### src/rtl/fdiv_issue_ctrl_if.sv
// -----------------------------------------------------------------------------
// addpkg_div / fdiv_issue_ctrl_if
//
// addpkg_div      : error codes reported by the Newton-Raphson divider and
//                   echoed on the issue-controller response channel.
// fdiv_issue_ctrl_if : request / response channel between the FPU issue
//                   stage and the divider issue controller.
//   req_valid/req_ready : request handshake (issue stage -> controller)
//   req_a, req_b        : dividend / divisor, IEEE-754 single
//   req_rm              : rounding mode
//   req_tag             : request tag, echoed on the response
//   rsp_valid/rsp_ready : response handshake (controller -> issue stage)
//   rsp_result          : quotient
//   rsp_err             : error code
//   rsp_tag             : echoed tag
//   rsp_timeout         : response produced by timeout rather than the divider
//   modport master      : issue-stage side
//   modport slave       : controller side
// -----------------------------------------------------------------------------
package addpkg_div;

    typedef enum logic [2:0] {
        NONE      = 3'd0,
        INVALID   = 3'd1,
        DIVBYZERO = 3'd2,
        OVERFLOW  = 3'd3,
        UNDERFLOW = 3'd4,
        INEXACT   = 3'd5
    } o_err_t;

endpackage

interface fdiv_issue_ctrl_if #(
    parameter int TAG_W = 4
);
    import addpkg_div::*;

    logic             req_valid;
    logic             req_ready;
    logic [31:0]      req_a;
    logic [31:0]      req_b;
    logic [1:0]       req_rm;
    logic [TAG_W-1:0] req_tag;

    logic             rsp_valid;
    logic             rsp_ready;
    logic [31:0]      rsp_result;
    o_err_t           rsp_err;
    logic [TAG_W-1:0] rsp_tag;
    logic             rsp_timeout;

    modport master (
        output req_valid, req_a, req_b, req_rm, req_tag, rsp_ready,
        input  req_ready, rsp_valid, rsp_result, rsp_err, rsp_tag, rsp_timeout
    );

    modport slave (
        input  req_valid, req_a, req_b, req_rm, req_tag, rsp_ready,
        output req_ready, rsp_valid, rsp_result, rsp_err, rsp_tag, rsp_timeout
    );

endinterface

### src/rtl/fdiv_issue_ctrl.sv
// -----------------------------------------------------------------------------
// fdiv_issue_ctrl
//
// Requester-side controller for the Newton-Raphson FP divider. Accepts one
// divide request at a time, holds the operands on the divider inputs, pulses
// dv_fdiv once, follows dv_busy and the result drain pipe, then returns the
// result on the response channel. A cycle budget forces a quiet-NaN/INVALID
// response if the divider never finishes; flush aborts any operation.
//
// Ports
//   clk, rstn   : clock, asynchronous active-low reset
//   flush       : synchronous abort, returns to IDLE next cycle
//   bus         : request/response channel (slave side)
//   dv_a, dv_b  : operands to the divider, stable from ISSUE to capture
//   dv_rm       : rounding mode to the divider
//   dv_fdiv     : one-cycle start pulse
//   dv_ena      : divider pipeline enable (low in IDLE and RESP)
//   dv_busy     : divider iterating
//   dv_stall    : divider stall request, observed only
//   dv_s, dv_err: divider result and error code
// -----------------------------------------------------------------------------
module fdiv_issue_ctrl
    import addpkg_div::*;
#(
    parameter int TAG_W     = 4,
    parameter int DRAIN_CYC = 3,
    parameter int TIMEOUT   = 64
) (
    input  logic                clk,
    input  logic                rstn,
    input  logic                flush,
    fdiv_issue_ctrl_if.slave    bus,
    output logic [31:0]         dv_a,
    output logic [31:0]         dv_b,
    output logic [1:0]          dv_rm,
    output logic                dv_fdiv,
    output logic                dv_ena,
    input  logic                dv_busy,
    input  logic                dv_stall,
    input  logic [31:0]         dv_s,
    input  o_err_t              dv_err
);

    localparam int TMO_W = $clog2(TIMEOUT) + 1;
    localparam int DRN_W = $clog2(DRAIN_CYC) + 1;

    // The tmo counter reads 0 in the first WAIT_BUSY cycle (one cycle after
    // ISSUE). Leaving at TIMEOUT-2 puts RESP exactly TIMEOUT cycles after ISSUE.
    localparam logic [TMO_W-1:0] TMO_LAST = TMO_W'(TIMEOUT - 2);
    localparam logic [DRN_W-1:0] DRN_LAST = DRN_W'(DRAIN_CYC - 1);
    localparam logic [TMO_W-1:0] TMO_ONE  = TMO_W'(1);
    localparam logic [DRN_W-1:0] DRN_ONE  = DRN_W'(1);
    localparam logic [31:0]      QNAN     = 32'h7fc0_0000;

    typedef enum logic [2:0] {
        S_IDLE      = 3'd0,
        S_ISSUE     = 3'd1,
        S_WAIT_BUSY = 3'd2,
        S_ITER      = 3'd3,
        S_DRAIN     = 3'd4,
        S_RESP      = 3'd5
    } state_t;

    state_t           state_r;
    logic             rsp_valid_r;
    logic [31:0]      rsp_result_r;
    o_err_t           rsp_err_r;
    logic [TAG_W-1:0] rsp_tag_r;
    logic             rsp_timeout_r;
    logic [31:0]      dv_a_r;
    logic [31:0]      dv_b_r;
    logic [1:0]       dv_rm_r;
    logic             dv_fdiv_r;
    logic             dv_ena_r;
    logic [TAG_W-1:0] tag_r;
    logic [TMO_W-1:0] tmo_r;
    logic [DRN_W-1:0] drn_r;

    logic counting_s;
    logic tmo_hit_s;
    logic drain_done_s;
    logic unused_stall_s;

    // Sequencing depends on dv_busy only; stall is visible to the divider side.
    assign unused_stall_s = dv_stall;

    assign counting_s   = (state_r == S_WAIT_BUSY) || (state_r == S_ITER) ||
                          (state_r == S_DRAIN);
    assign tmo_hit_s    = counting_s && (tmo_r == TMO_LAST);
    assign drain_done_s = (state_r == S_DRAIN) && (drn_r == DRN_LAST);

    assign bus.req_ready   = (state_r == S_IDLE) && !flush;
    assign bus.rsp_valid   = rsp_valid_r;
    assign bus.rsp_result  = rsp_result_r;
    assign bus.rsp_err     = rsp_err_r;
    assign bus.rsp_tag     = rsp_tag_r;
    assign bus.rsp_timeout = rsp_timeout_r;

    assign dv_a    = dv_a_r;
    assign dv_b    = dv_b_r;
    assign dv_rm   = dv_rm_r;
    assign dv_fdiv = dv_fdiv_r;
    assign dv_ena  = dv_ena_r;

    // Control FSM with all outputs registered.
    always_ff @(posedge clk or negedge rstn) begin
        if (!rstn) begin
            state_r       <= S_IDLE;
            rsp_valid_r   <= 1'b0;
            rsp_result_r  <= 32'h0000_0000;
            rsp_err_r     <= NONE;
            rsp_tag_r     <= {TAG_W{1'b0}};
            rsp_timeout_r <= 1'b0;
            dv_a_r        <= 32'h0000_0000;
            dv_b_r        <= 32'h0000_0000;
            dv_rm_r       <= 2'b00;
            dv_fdiv_r     <= 1'b0;
            dv_ena_r      <= 1'b0;
            tag_r         <= {TAG_W{1'b0}};
            tmo_r         <= {TMO_W{1'b0}};
            drn_r         <= {DRN_W{1'b0}};
        end else if (flush) begin
            // Abort: whatever the divider produces later is simply never captured.
            state_r     <= S_IDLE;
            rsp_valid_r <= 1'b0;
            dv_fdiv_r   <= 1'b0;
            dv_ena_r    <= 1'b0;
            tmo_r       <= {TMO_W{1'b0}};
            drn_r       <= {DRN_W{1'b0}};
        end else if (tmo_hit_s && !drain_done_s) begin
            // Divider overran its budget: answer with a default quiet NaN.
            state_r       <= S_RESP;
            rsp_valid_r   <= 1'b1;
            rsp_result_r  <= QNAN;
            rsp_err_r     <= INVALID;
            rsp_tag_r     <= tag_r;
            rsp_timeout_r <= 1'b1;
            dv_ena_r      <= 1'b0;
        end else begin
            if (counting_s) begin
                tmo_r <= tmo_r + TMO_ONE;
            end
            case (state_r)
                S_IDLE: begin
                    if (bus.req_valid) begin
                        dv_a_r    <= bus.req_a;
                        dv_b_r    <= bus.req_b;
                        dv_rm_r   <= bus.req_rm;
                        tag_r     <= bus.req_tag;
                        dv_fdiv_r <= 1'b1;
                        dv_ena_r  <= 1'b1;
                        state_r   <= S_ISSUE;
                    end else begin
                        state_r <= S_IDLE;
                    end
                end
                S_ISSUE: begin
                    dv_fdiv_r <= 1'b0;
                    tmo_r     <= {TMO_W{1'b0}};
                    state_r   <= S_WAIT_BUSY;
                end
                S_WAIT_BUSY: begin
                    if (dv_busy) begin
                        state_r <= S_ITER;
                    end else begin
                        state_r <= S_WAIT_BUSY;
                    end
                end
                S_ITER: begin
                    if (!dv_busy) begin
                        drn_r   <= {DRN_W{1'b0}};
                        state_r <= S_DRAIN;
                    end else begin
                        state_r <= S_ITER;
                    end
                end
                S_DRAIN: begin
                    if (drain_done_s) begin
                        rsp_valid_r   <= 1'b1;
                        rsp_result_r  <= dv_s;
                        rsp_err_r     <= dv_err;
                        rsp_tag_r     <= tag_r;
                        rsp_timeout_r <= 1'b0;
                        dv_ena_r      <= 1'b0;
                        state_r       <= S_RESP;
                    end else begin
                        drn_r <= drn_r + DRN_ONE;
                    end
                end
                S_RESP: begin
                    // Return to IDLE only; a new request waits for the next cycle.
                    if (bus.rsp_ready) begin
                        rsp_valid_r <= 1'b0;
                        state_r     <= S_IDLE;
                    end else begin
                        state_r <= S_RESP;
                    end
                end
                default: begin
                    state_r     <= S_IDLE;
                    rsp_valid_r <= 1'b0;
                    dv_fdiv_r   <= 1'b0;
                    dv_ena_r    <= 1'b0;
                end
            endcase
        end
    end

endmodule

### src/flat_wrapper.sv
// flat-port wrapper written by rule: the top's interface ports become plain ports
module fdiv_issue_ctrl_flat import addpkg_div::*;
#(
    parameter int TAG_W     = 4,
    parameter int DRAIN_CYC = 3,
    parameter int TIMEOUT   = 64
)
  (clk, rstn, flush, dv_a, dv_b, dv_rm, dv_fdiv, dv_ena, dv_busy, dv_stall, dv_s, dv_err, bus_req_valid, bus_req_a, bus_req_b, bus_req_rm, bus_req_tag, bus_rsp_ready, bus_req_ready, bus_rsp_valid, bus_rsp_result, bus_rsp_err, bus_rsp_tag, bus_rsp_timeout);
  fdiv_issue_ctrl_if #(.TAG_W(TAG_W)) bus_i ();
  input  logic clk;
  input  logic rstn;
  input  logic flush;
  output logic [31:0] dv_a;
  output logic [31:0] dv_b;
  output logic [1:0] dv_rm;
  output logic dv_fdiv;
  output logic dv_ena;
  input  logic dv_busy;
  input  logic dv_stall;
  input  logic [31:0] dv_s;
  input  o_err_t dv_err;
  input wire logic [$bits(bus_i.req_valid)-1:0] bus_req_valid;
  input wire logic [$bits(bus_i.req_a)-1:0] bus_req_a;
  input wire logic [$bits(bus_i.req_b)-1:0] bus_req_b;
  input wire logic [$bits(bus_i.req_rm)-1:0] bus_req_rm;
  input wire logic [$bits(bus_i.req_tag)-1:0] bus_req_tag;
  input wire logic [$bits(bus_i.rsp_ready)-1:0] bus_rsp_ready;
  output wire logic [$bits(bus_i.req_ready)-1:0] bus_req_ready;
  output wire logic [$bits(bus_i.rsp_valid)-1:0] bus_rsp_valid;
  output wire logic [$bits(bus_i.rsp_result)-1:0] bus_rsp_result;
  output wire logic [$bits(bus_i.rsp_err)-1:0] bus_rsp_err;
  output wire logic [$bits(bus_i.rsp_tag)-1:0] bus_rsp_tag;
  output wire logic [$bits(bus_i.rsp_timeout)-1:0] bus_rsp_timeout;
  assign bus_i.req_valid = bus_req_valid;
  assign bus_i.req_a = bus_req_a;
  assign bus_i.req_b = bus_req_b;
  assign bus_i.req_rm = bus_req_rm;
  assign bus_i.req_tag = bus_req_tag;
  assign bus_i.rsp_ready = bus_rsp_ready;
  assign bus_req_ready = bus_i.req_ready;
  assign bus_rsp_valid = bus_i.rsp_valid;
  assign bus_rsp_result = bus_i.rsp_result;
  assign bus_rsp_err = bus_i.rsp_err;
  assign bus_rsp_tag = bus_i.rsp_tag;
  assign bus_rsp_timeout = bus_i.rsp_timeout;
  fdiv_issue_ctrl #(.TAG_W(TAG_W), .DRAIN_CYC(DRAIN_CYC), .TIMEOUT(TIMEOUT)) u_core (.clk(clk), .rstn(rstn), .flush(flush), .bus(bus_i), .dv_a(dv_a), .dv_b(dv_b), .dv_rm(dv_rm), .dv_fdiv(dv_fdiv), .dv_ena(dv_ena), .dv_busy(dv_busy), .dv_stall(dv_stall), .dv_s(dv_s), .dv_err(dv_err));
endmodule
### config.mk
export PLATFORM = sky130hd
export DESIGN_NAME = fdiv_issue_ctrl_flat
export DESIGN_NICKNAME = d
export VERILOG_FILES = /design/src/rtl/fdiv_issue_ctrl_if.sv /design/src/rtl/fdiv_issue_ctrl.sv /design/src/flat_wrapper.sv
export SDC_FILE = /design/constraint.sdc
export NUM_CORES = 1
export LEC_CHECK = 0
export BUFFER_PORTS_ARGS = -buffer_cell sky130_fd_sc_hd__buf_2
export CORE_ASPECT_RATIO = 2
export CORE_MARGIN = 2
export CORE_UTILIZATION = 51
export CTS_CLUSTER_DIAMETER = 100
export DETAILED_ROUTE_END_ITERATION = 10
export HOLD_SLACK_MARGIN = 0.06
export PLACE_DENSITY = 0.83
export SLEW_MARGIN = 20
export SYNTH_ARGS = -nofsm -noshare
export SYNTH_HDL_FRONTEND = slang
export SYNTH_SLANG_ARGS = --single-unit
### constraint.sdc
create_clock -name clk -period 3.95 [get_ports clk]
set_input_delay 0.395 -clock clk [delete_from_list [all_inputs] [get_ports clk]]
set_output_delay 0.395 -clock clk [all_outputs]
set_load 0.02 [all_outputs]
==> summary.txt, run 1 <==
STA
  – Fin Setup TNS: 0 ns
  – Fin. Hold Viols: 0
  – Endpoints failing setup: 0
  – Slew headroom: 38.1%
  – Unrepaired setup endpoints after global routing: no
  – Final setup skew: 0.0103 ns
  – Worst slew pin tran: 0.922 ns
  – Final min period: 2.52 ns
  – Period utilization: 63.7%
  – Fmax: 397 MHz
  – Final Max Tran Viols: 0

Clock network
  – Hold_buf cts: 0
  – H-tree Lvls: 4
  – CTS max path bufs: 2
  – Postcts setup bufs: 0
  – Post_cts resized: 0
  – Reg clk slew, reported paths: 0.06 ns
  – Num CTS Buffers: 17
  – CTS tree: built
  – CTS root buf: clkbuf_16
  – # clock sinks: 126
  – Clk_lat worst skew: 0.40 ns

Setup path
  – Worst Setup End Kind: flop
  – Crit-path max cell delay: 0.54 ns
  – Crit path cell chain: inv_1 -> ha_1 -> o211ai_1 -> and3_2 -> buf_12 -> mux2_1
  – CP Class: reg -> reg
  – Buf/Inv on CP: 2
  – Crit path launch type: flop
  – Largest fanout on the critical path: 70
  – Cell family with the largest share of critical-path delay: flip-flops
  – R2R Setup Slk: 1.43 ns
  – Worst Path Required: 4.22 ns
  – Worst Path Arrival: 2.79 ns
  – Slowest CP cell: dfrtp_1

Finish
  – Final antenna diode count: 0
  – Layout area overhead: 35.3%
  – Share of post-route cells with drive strength above 1: 46.1%
  – Post-Layout Inst Area: 6960 um^2
  – Fin nets: 702

Floorplanning
  – Die ar.: 11000 um^2
  – Die X: 75.0 um
  – Starting Density: 52.7%
  – Core Region: 9760 um^2
  – FP Rows: 51
  – # IOs: 222
  – Die Height: 146 um

Yosys
  – Mapped Area: 5140 um^2
  – Cells after synthesis: 359
  – Mapped Nets: 478
  – Prevailing post-synth register cell: dfrtp_1
  – Asr flop ratio synth: 100%
  – Most frequent cells after synthesis: dfrtp_1, mux2_1, a22o_1
  – Seq cells post-synth: 126
  – Syn avg cell area: 14.3 um^2
  – Register area share after synthesis: 61.3%
  – Count leader, synth: dfrtp_1
  – Number of synthesized flops with an enable pin: 0
  – Unique masters post-synth: 46
  – Synth area leaders: dfrtp_1, mux2_1, a22o_1
  – Cell accounting for the most synthesized area: dfrtp_1
  – Yosys top cell area share: 61.3%
  – Yosys warns: 0

Route
  – DR vias/cell: 5.32
  – Drt initial violations: 103
  – Overall routed net length: 12200 um
  – Routed vias: 3875
  – Final ANT Viol Nets: 0
  – Drc violations: 0
  – WL/cell: 16.7 um
  – Initial DRT Pass Iterations: 4

Global route
  – GRT overflow: 0
  – Antenna violations before repair: 0
  – Vias in the first global route: 4095
  – Tot GR Track Use: 23.3%
  – First-pass GRT wire length: 19200 um
  – Largest net degree at the start of global routing: 71

Placement
  – Hpwl dp: 9070 um
  – Dpl cell area: 6320 um^2
  – GP Congestion: 0.805
  – Port bufs: 220

Run
  – Max-Cap Viols: 0

Power and ir drop
  – Leakage power: 3.50 nW
  – Sw Pwr: 1.57 mW
  – Switching part of the total power: 32.7%
  – Register share of total power: 38.3%
  – VDD IR max: 354 uV
  – Gate power share: 27.2%
  – P_int: 3.23 mW
  – PwrDens: 688 nW/um^2
  – Clock share of power: 34.4%

Run status
  – Status: complete, no violations

Hold path
  – Hold WC Path Type: in -> async
==> layout by cell type, fill, tap and decap left out, types with 3 or more instances in the layout <==
master and n:
or3_1 4, nor3_1 4, a22o_1 25, ha_1 7, mux2_1 70, clkbuf_16 17, buf_4 6, and2_1 3
o21ai_0 12, clkinvlp_4 3, a31oi_1 3, a21oi_1 10, bufinv_16 4, clkinv_4 4, nand3b_1 4, dfrtp_1 126
nand2_1 8, o22a_1 11, buf_2 219, nor2_1 11, inv_1 5, mux2_2 4
==> kinds of logic (layout without fill, tap and decap cells) <==
group                      after synthesis  in the layout  share of synthesized area [%]
adders and majority gates                7              7                           1.70
buffers and inverters                   26            263                           3.31
AOI/OAI and AO/OA                       75             75                           11.3
DFF                                    126            126                           61.3
and+or+nand+nor                         51             51                           6.18
muxes                                   74             74                           16.2
==> power by group through the flow <==
stage / Clock [mW] / Combinational (mW) / Sequential, mW
floorplan: 0 / 0.404 / 2.24
CTS: 1.68 / 1.33 / 1.84
global route: 1.75 / 1.41 / 1.88
detailed placement: 0 / 1.32 / 1.86
finish: 1.65 / 1.31 / 1.84
global placement: 0 / 1.28 / 1.83
==> path summary, 6_finish.rpt <==
path / start / cells past startpoint / end
setup reg to reg: u_core.state_r[2] / 6 / u_core.dv_b[17]
hold / removal: rstn / 1 / u_core.bus.rsp_result[11]
setup / recovery: u_core.state_r[2] / 6 / u_core.dv_b[17]
hold reg to reg: u_core.dv_b[6] / 1 / u_core.dv_b[6]
max in group asynchronous: rstn / 2 / u_core.dv_b[6]
min in group clk: bus_req_a[24] / 2 / u_core.dv_a[24]
==> routing by layer <==
layer,up-vias,wire length (um),global-route usage [%]
met2,180,6910,42.2
met5,-,0,0
met3,20,713,6.56
met1,1909,4270,23.2
met4,0,288,11.1
li1,1766,-,-
==> sequential cells by signal (all words and copies together) (netlist names), 2 cells and up <==
| name | count |
|---|---|
| u_core.tag_r | 4 |
| u_core.bus.rsp_tag | 4 |
| u_core.dv_rm | 2 |
| u_core.tmo_r | 7 |
| u_core.dv_a | 32 |
| u_core.dv_b | 32 |
| u_core.drn_r | 3 |
| u_core.bus.rsp_err | 3 |
| u_core.bus.rsp_result | 32 |
| u_core.state_r | 3 |
==> per-stage QoR <==
stage               hold slack, ns  total power, mW  std cells  util (%)  setup slack, ns
floorplan                   0.0994             2.64        359         -             1.76
global placement             0.462             3.11        696      64.8             1.43
detailed placement           0.469             3.18        696      64.8             1.42
CTS                          0.106             4.85        728      71.3             1.40
global route                 0.135             5.04        728      71.3             1.26
finish                      0.0854             4.79        728      71.3             1.43
==> layout make-up <==
cell class | instances | area [um^2]
clock inverter | 15 | 211
tap | 132 | 165
inverter | 5 | 18.8
sequential | 126 | 3150
clock buffer | 17 | 425
timing repair buffer | 226 | 1160
multi-input combinational | 207 | 1830
fill | 682 | 2800
Power figures use the tool's default switching activity.
==> run 2, diff against run 1 <==
--- a/config.mk
+++ b/config.mk
@@ -8,11 +8,11 @@
 export BUFFER_PORTS_ARGS = -buffer_cell sky130_fd_sc_hd__buf_2
 export CORE_ASPECT_RATIO = 2
 export CORE_MARGIN = 2
-export CORE_UTILIZATION = 51
+export CORE_UTILIZATION = 47
 export CTS_CLUSTER_DIAMETER = 100
 export DETAILED_ROUTE_END_ITERATION = 10
 export HOLD_SLACK_MARGIN = 0.06
-export PLACE_DENSITY = 0.83
+export PLACE_DENSITY = 0.77
 export SLEW_MARGIN = 20
 export SYNTH_ARGS = -nofsm -noshare
 export SYNTH_HDL_FRONTEND = slang
==> constraint.sdc (replaced) <==
create_clock -name clk -period 2.35 [get_ports clk]
set_input_delay 0.235 -clock clk [delete_from_list [all_inputs] [get_ports clk]]
set_output_delay 0.235 -clock clk [all_outputs]
set_load 0.02 [all_outputs]
==> run 2 against run 1 <==
  * Non-clock buffer count up 102
  * Count of clock-buffer cells in the layout up 1
  * Wire length up 15%
  * Via count up 11%
  * Power up 64%
  * Setup slack worse by 1.3 ns
  * Register-to-register slack worse by 1.3 ns
  * Sequential power up 68%
  * Combinational power up 81%
  * First-iteration DRC count up 23%
  * Critical path depth down 1
  * Largest cell class unchanged
==> summary.txt, run 2 (synthesis gave the netlist of run 1 again) <==
STA
  – Fin. Hold Viols: 0
  – Endpoints failing setup: 0
  – Unrepaired setup endpoints after global routing: no
  – Slew headroom: 60.1%
  – Final min period: 2.20 ns
  – Final Max Tran Viols: 0
  – Period utilization: 93.4%
  – Final setup skew: 0.0112 ns
  – Fmax: 455 MHz
  – Fin Setup TNS: 0 ns
  – Worst slew pin tran: 0.599 ns

Power and ir drop
  – VDD IR max: 662 uV
  – Leakage power: 3.89 nW
  – PwrDens: 993 nW/um^2

Route
  – Initial DRT Pass Iterations: 4
  – Drt initial violations: 127
  – WL/cell: 16.7 um
  – Drc violations: 0
  – Routed vias: 4310
  – Overall routed net length: 14000 um
  – Final ANT Viol Nets: 0
  – DR vias/cell: 5.14

Global route
  – Largest net degree at the start of global routing: 58
  – First-pass GRT wire length: 22400 um
  – Vias in the first global route: 4631
  – Antenna violations before repair: 0
  – Tot GR Track Use: 24.0%
  – GRT overflow: 0

Hold path
  – Hold Path Stages: 2
  – Hold Path Origin: dv_s[5]
  – Min-Delay Endpoint: u_core.bus.rsp_result[5]
  – Hold WC Path Type: in -> reg

Clock network
  – # clock sinks: 126
  – CTS tree: built
  – Postcts setup bufs: 0
  – Num CTS Buffers: 17
  – CTS root buf: clkbuf_16
  – H-tree Lvls: 4
  – Reg clk slew, reported paths: 0.06 ns
  – Clk_lat worst skew: 0.41 ns
  – CTS max path bufs: 2

Setup path
  – RR Endpoint: u_core.dv_b[16]
  – Worst Setup End Kind: flop
  – Worst Path Arrival: 2.47 ns
  – Worst R2R Path Depth: 5
  – R2R Setup Slk: 0.15 ns
  – Worst r2r src: u_core.state_r[1]
  – Crit path launch type: flop
  – Largest fanout on the critical path: 24
  – CP Class: reg -> reg
  – Worst Path Required: 2.62 ns

Placement
  – GP Congestion: 0.794
  – Port bufs: 220
  – Hpwl dp: 8740 um

Finish
  – Layout area overhead: 53.6%
  – Fillcell total: 707
  – Register area: 3150 um^2
  – Area of the multi-input gates: 1830 um^2
  – Most frequent cells in the layout: buf_2, dfrtp_1, dlygate4sd3_1
  – Commonest non-fill, non-tap cell in the layout: buf_2
  – Final antenna diode count: 0
  – Layout Utilization: 73.1%
  – Share of post-route cells with drive strength above 1: 40.1%
  – Fin nets: 804

Floorplanning
  – Die Height: 152 um
  – Die ar.: 11800 um^2
  – # IOs: 222
  – Die X: 78.0 um
  – Starting Density: 47.6%
  – Core Region: 10800 um^2
  – FP Rows: 54

Run
  – Max-Cap Viols: 0

Run status
  – Status: complete, no violations
-- run 2: cell types whose count changed in the layout (fill, tap and decap cells not counted) --
cell           delta
clkinvlp_4        +1
dlygate4sd3_1    +97
inv_8             -1
inv_6             +3
buf_4             +4
clkinv_4          -2
clkinv_2          +2
buf_12            +1
clkbuf_8          +1
bufinv_16         -4
-- run 2: per-layer routing --
| layer | global-route usage, % | wire length (um) | vias up |
|---|---|---|---|
| met2 | 44.0 | 7660 | 211 |
| met3 | 5.70 | 909 | 27 |
| met4 | 9.61 | 339 | 0 |
| met1 | 25.9 | 5120 | 2108 |
| met5 | 0 | 0 | - |
| li1 | - | - | 1964 |
-- run 2: repair_timing --
action,CTS,global route
hold endpoints to repair,140,2
hold buffers,95,2
gates resized for setup,0,0
-- run 2: through the flow --
stage	hold WS (ns)	cell area (um^2)	instances	setup WS [ns]	power, mW
floorplan	-0.0606	5140	359	0.163	4.44
global placement	0.271	6380	709	0.235	5.24
detailed placement	0.278	6380	709	0.175	5.35
CTS	0.0601	7880	836	0.138	7.86
global route	0.0610	7900	838	0.00631	8.24
finish	0.0685	7900	838	0.154	7.85
-- run 2: final cells by class --
cell class,count,area share (%)
Clock inverter,14,1.35
Sequential cell,126,39.9
Tap cell,140,2.22
Clock buffer,18,5.56
Inverter,5,0.238
Multi-Input combinational cell,207,23.1
Timing Repair Buffer,328,27.6
-- run 2: critical path, cell delays in order, from the launching register on --
cell and delay [ns]:
dfrtp_1 0.53, ha_1 0.33, o211ai_1 0.23, and3_2 0.27, buf_4 0.33, mux2_1 0.37
-- run 2: report_power, final --
group	internal (mW)	leakage, nW	switching, mW
Combinational	0.978	2.06	1.39
Sequential	2.77	1.57	0.332
Clock	1.39	0.260	0.987
Total	5.14	3.89	2.71
-- run 2: how the worst max path moves through the flow --
| stage | from | end | slack, ns | cells past startpoint |
|---|---|---|---|---|
| after floorplan | u_core.state_r[1] | u_core.dv_a[0] | 0.16 | 6 |
| after global placement | u_core.state_r[1] | u_core.dv_b[14] | 0.24 | 5 |
| after detailed placement | u_core.state_r[1] | u_core.dv_b[14] | 0.18 | 5 |
| after CTS | u_core.state_r[1] | u_core.dv_b[16] | 0.14 | 5 |
| after global routing | u_core.state_r[1] | u_core.dv_b[16] | 0.006 | 5 |
| final | u_core.state_r[1] | u_core.dv_b[16] | 0.15 | 5 |
==> run 3, diff against run 2 <==
==> constraint.sdc (replaced) <==
create_clock -name clk -period 2.35 [get_ports clk]
set_input_delay 0.235 -clock clk [delete_from_list [all_inputs] [get_ports clk]]
set_output_delay 0.235 -clock clk [all_outputs]
set_load 0.1 [all_outputs]
==> run 3 against run 2 <==
  * Largest power group is now combinational logic
  * Global-route usage decreased by 0.99 points
  * Register-to-register slack got worse by 0.03 ns
  * Wire length decreased by 4.6%
  * Setup slack got worse by 0.034 ns
  * Die area unchanged
  * Final cell count decreased by 2.5%
  * Sequential cell count unchanged
  * Hold slack about the same
  * Non-clock buffer count decreased by 21
  * Critical path type unchanged
  * Sequential power about the same
==> summary.txt, run 3 (synthesis gave the netlist of run 1 again) <==
Clock network
  – CTS tree: built
  – Num CTS Buffers: 17
  – CTS max path bufs: 2
  – Clk_lat worst skew: 0.40 ns
  – H-tree Lvls: 4
  – Reg clk slew, reported paths: 0.06 ns
  – CTS root buf: clkbuf_16
  – # clock sinks: 126

Run
  – Max-Cap Viols: 0

STA
  – Final Max Tran Viols: 0
  – Fmax: 449 MHz
  – Min Hold Slack: 0.0681 ns
  – Endpoints failing setup: 0
  – Slew headroom: 56.8%
  – Final min period: 2.23 ns
  – Period utilization: 94.9%
  – Final setup skew: 0.00952 ns
  – Fin. Hold Viols: 0
  – Worst slew pin tran: 0.647 ns

Route
  – Drc violations: 0
  – Final ANT Viol Nets: 0
  – Initial DRT Pass Iterations: 4
  – Drt initial violations: 114
  – DR vias/cell: 5.09
  – Overall routed net length: 13400 um
  – WL/cell: 16.4 um
  – Routed vias: 4162

Power and ir drop
  – Leakage power: 3.83 nW
  – VDD IR max: 1110 uV
  – Clock share of power: 22.2%
  – Gate power share: 50.6%
  – Sw Pwr: 6.08 mW
  – Pwr Total: 11.4 mW
  – P_int: 5.36 mW
  – Register share of total power: 27.2%
  – Switching part of the total power: 53.2%
  – PwrDens: 1470 nW/um^2

Finish
  – Layout area overhead: 51.1%
  – Commonest non-fill, non-tap cell in the layout: buf_2
  – Post-Layout Inst Area: 7770 um^2
  – Fin nets: 783
  – Final antenna diode count: 0
  – Most frequent cells in the layout: buf_2, dfrtp_1, dlygate4sd3_1
  – Share of post-route cells with drive strength above 1: 41.5%

Floorplanning
  – Starting Density: 47.6%
  – FP Rows: 54
  – Die X: 78.0 um
  – Die Height: 152 um
  – Core Region: 10800 um^2
  – # IOs: 222
  – Die ar.: 11800 um^2

Placement
  – Hpwl dp: 9190 um
  – Port bufs: 220
  – GP Congestion: 0.778
  – Dpl cell area: 6430 um^2

Setup path
  – Largest fanout on the critical path: 25
  – Crit path launch type: flop
  – Worst Setup End Kind: flop
  – CP Class: reg -> reg
  – Worst Path Arrival: 2.49 ns
  – Worst Path Required: 2.61 ns

Global route
  – First-pass GRT wire length: 21600 um
  – Vias in the first global route: 4477
  – Tot GR Track Use: 23.0%
  – GRT overflow: 0
  – Largest net degree at the start of global routing: 50
  – Antenna violations before repair: 0

Run status
  – Status: complete, no violations

Hold path
  – Hold WC Path Type: in -> reg
## run 3: changes by cell type in the layout (fill, tap and decap cells not counted), moves of 2 or more
cell / previous run / this run
clkinv_4: 2 / 4
dlygate4sd3_1: 97 / 74
inv_6: 5 / 1
bufinv_16: 0 / 2
buf_12: 2 / 4
## run 3: final timing paths
path                                   start                        end  slack (ns)  depth (start not counted)
min reg2reg                  u_core.dv_a[24]            u_core.dv_a[24]        0.48                          1
min in group asynchronous               rstn  u_core.bus.rsp_result[25]        0.44                          2
max                        u_core.state_r[1]            u_core.dv_a[22]        0.12                          5
max in group asynchronous               rstn            u_core.dv_b[23]        1.26                          3
min                                 dv_s[11]  u_core.bus.rsp_result[11]        0.07                          2
max reg2reg                u_core.state_r[1]            u_core.dv_a[22]        0.12                          5
## run 3: critical path, cell delays in order (launching register included)
cell      delay [ns]
dfrtp_1         0.55
ha_1            0.37
o211ai_1        0.26
and3_4          0.34
buf_12          0.21
mux2_1          0.36
## run 3: power groups by stage
stage               Clock (mW)  Sequential (mW)  Combinational, mW
CTS                       2.61             3.09               5.79
global placement             0             3.08               5.63
detailed placement           0             3.13               5.69
global route              2.71             3.18               5.94
finish                    2.54             3.11               5.79
floorplan                    0             7.08              0.743
## run 3: final cells by class
type	count	area, um^2
sequential	126	3150
timing repair buffer	307	1990
clock inverter	12	136
inverter	5	18.8
fill	723	3040
multi-input combinational	207	1840
tap	140	175
clock buffer	20	457
## run 3: layer usage
metal  track usage (%)  vias up  wire length, um
met5                 0        -                0
met2              43.1      151             7610
met3              4.99       25              621
met1              24.5     2062             4860
met4              8.77        0              300
li1                  -     1924                -
## run 3: timing repair
item,4_1_cts,5_1_grt
endpoints found under the setup margin,0,65
hold endpoints to repair,118,2
hold buffers,72,2
gates resized for setup,0,1
buffers inserted,0,0
## run 3: through the flow
step	std cells	setup WS (ns)	TNS [ns]	util [%]
after floorplan	359	-0.367	-25.72	-
after global placement	711	0.130	0	59.5
after detailed placement	711	0.0623	0	59.5
after CTS	815	0.0413	0	71.7
after global routing	817	-0.00140	-0.00205	71.9
final	817	0.121	0	71.9
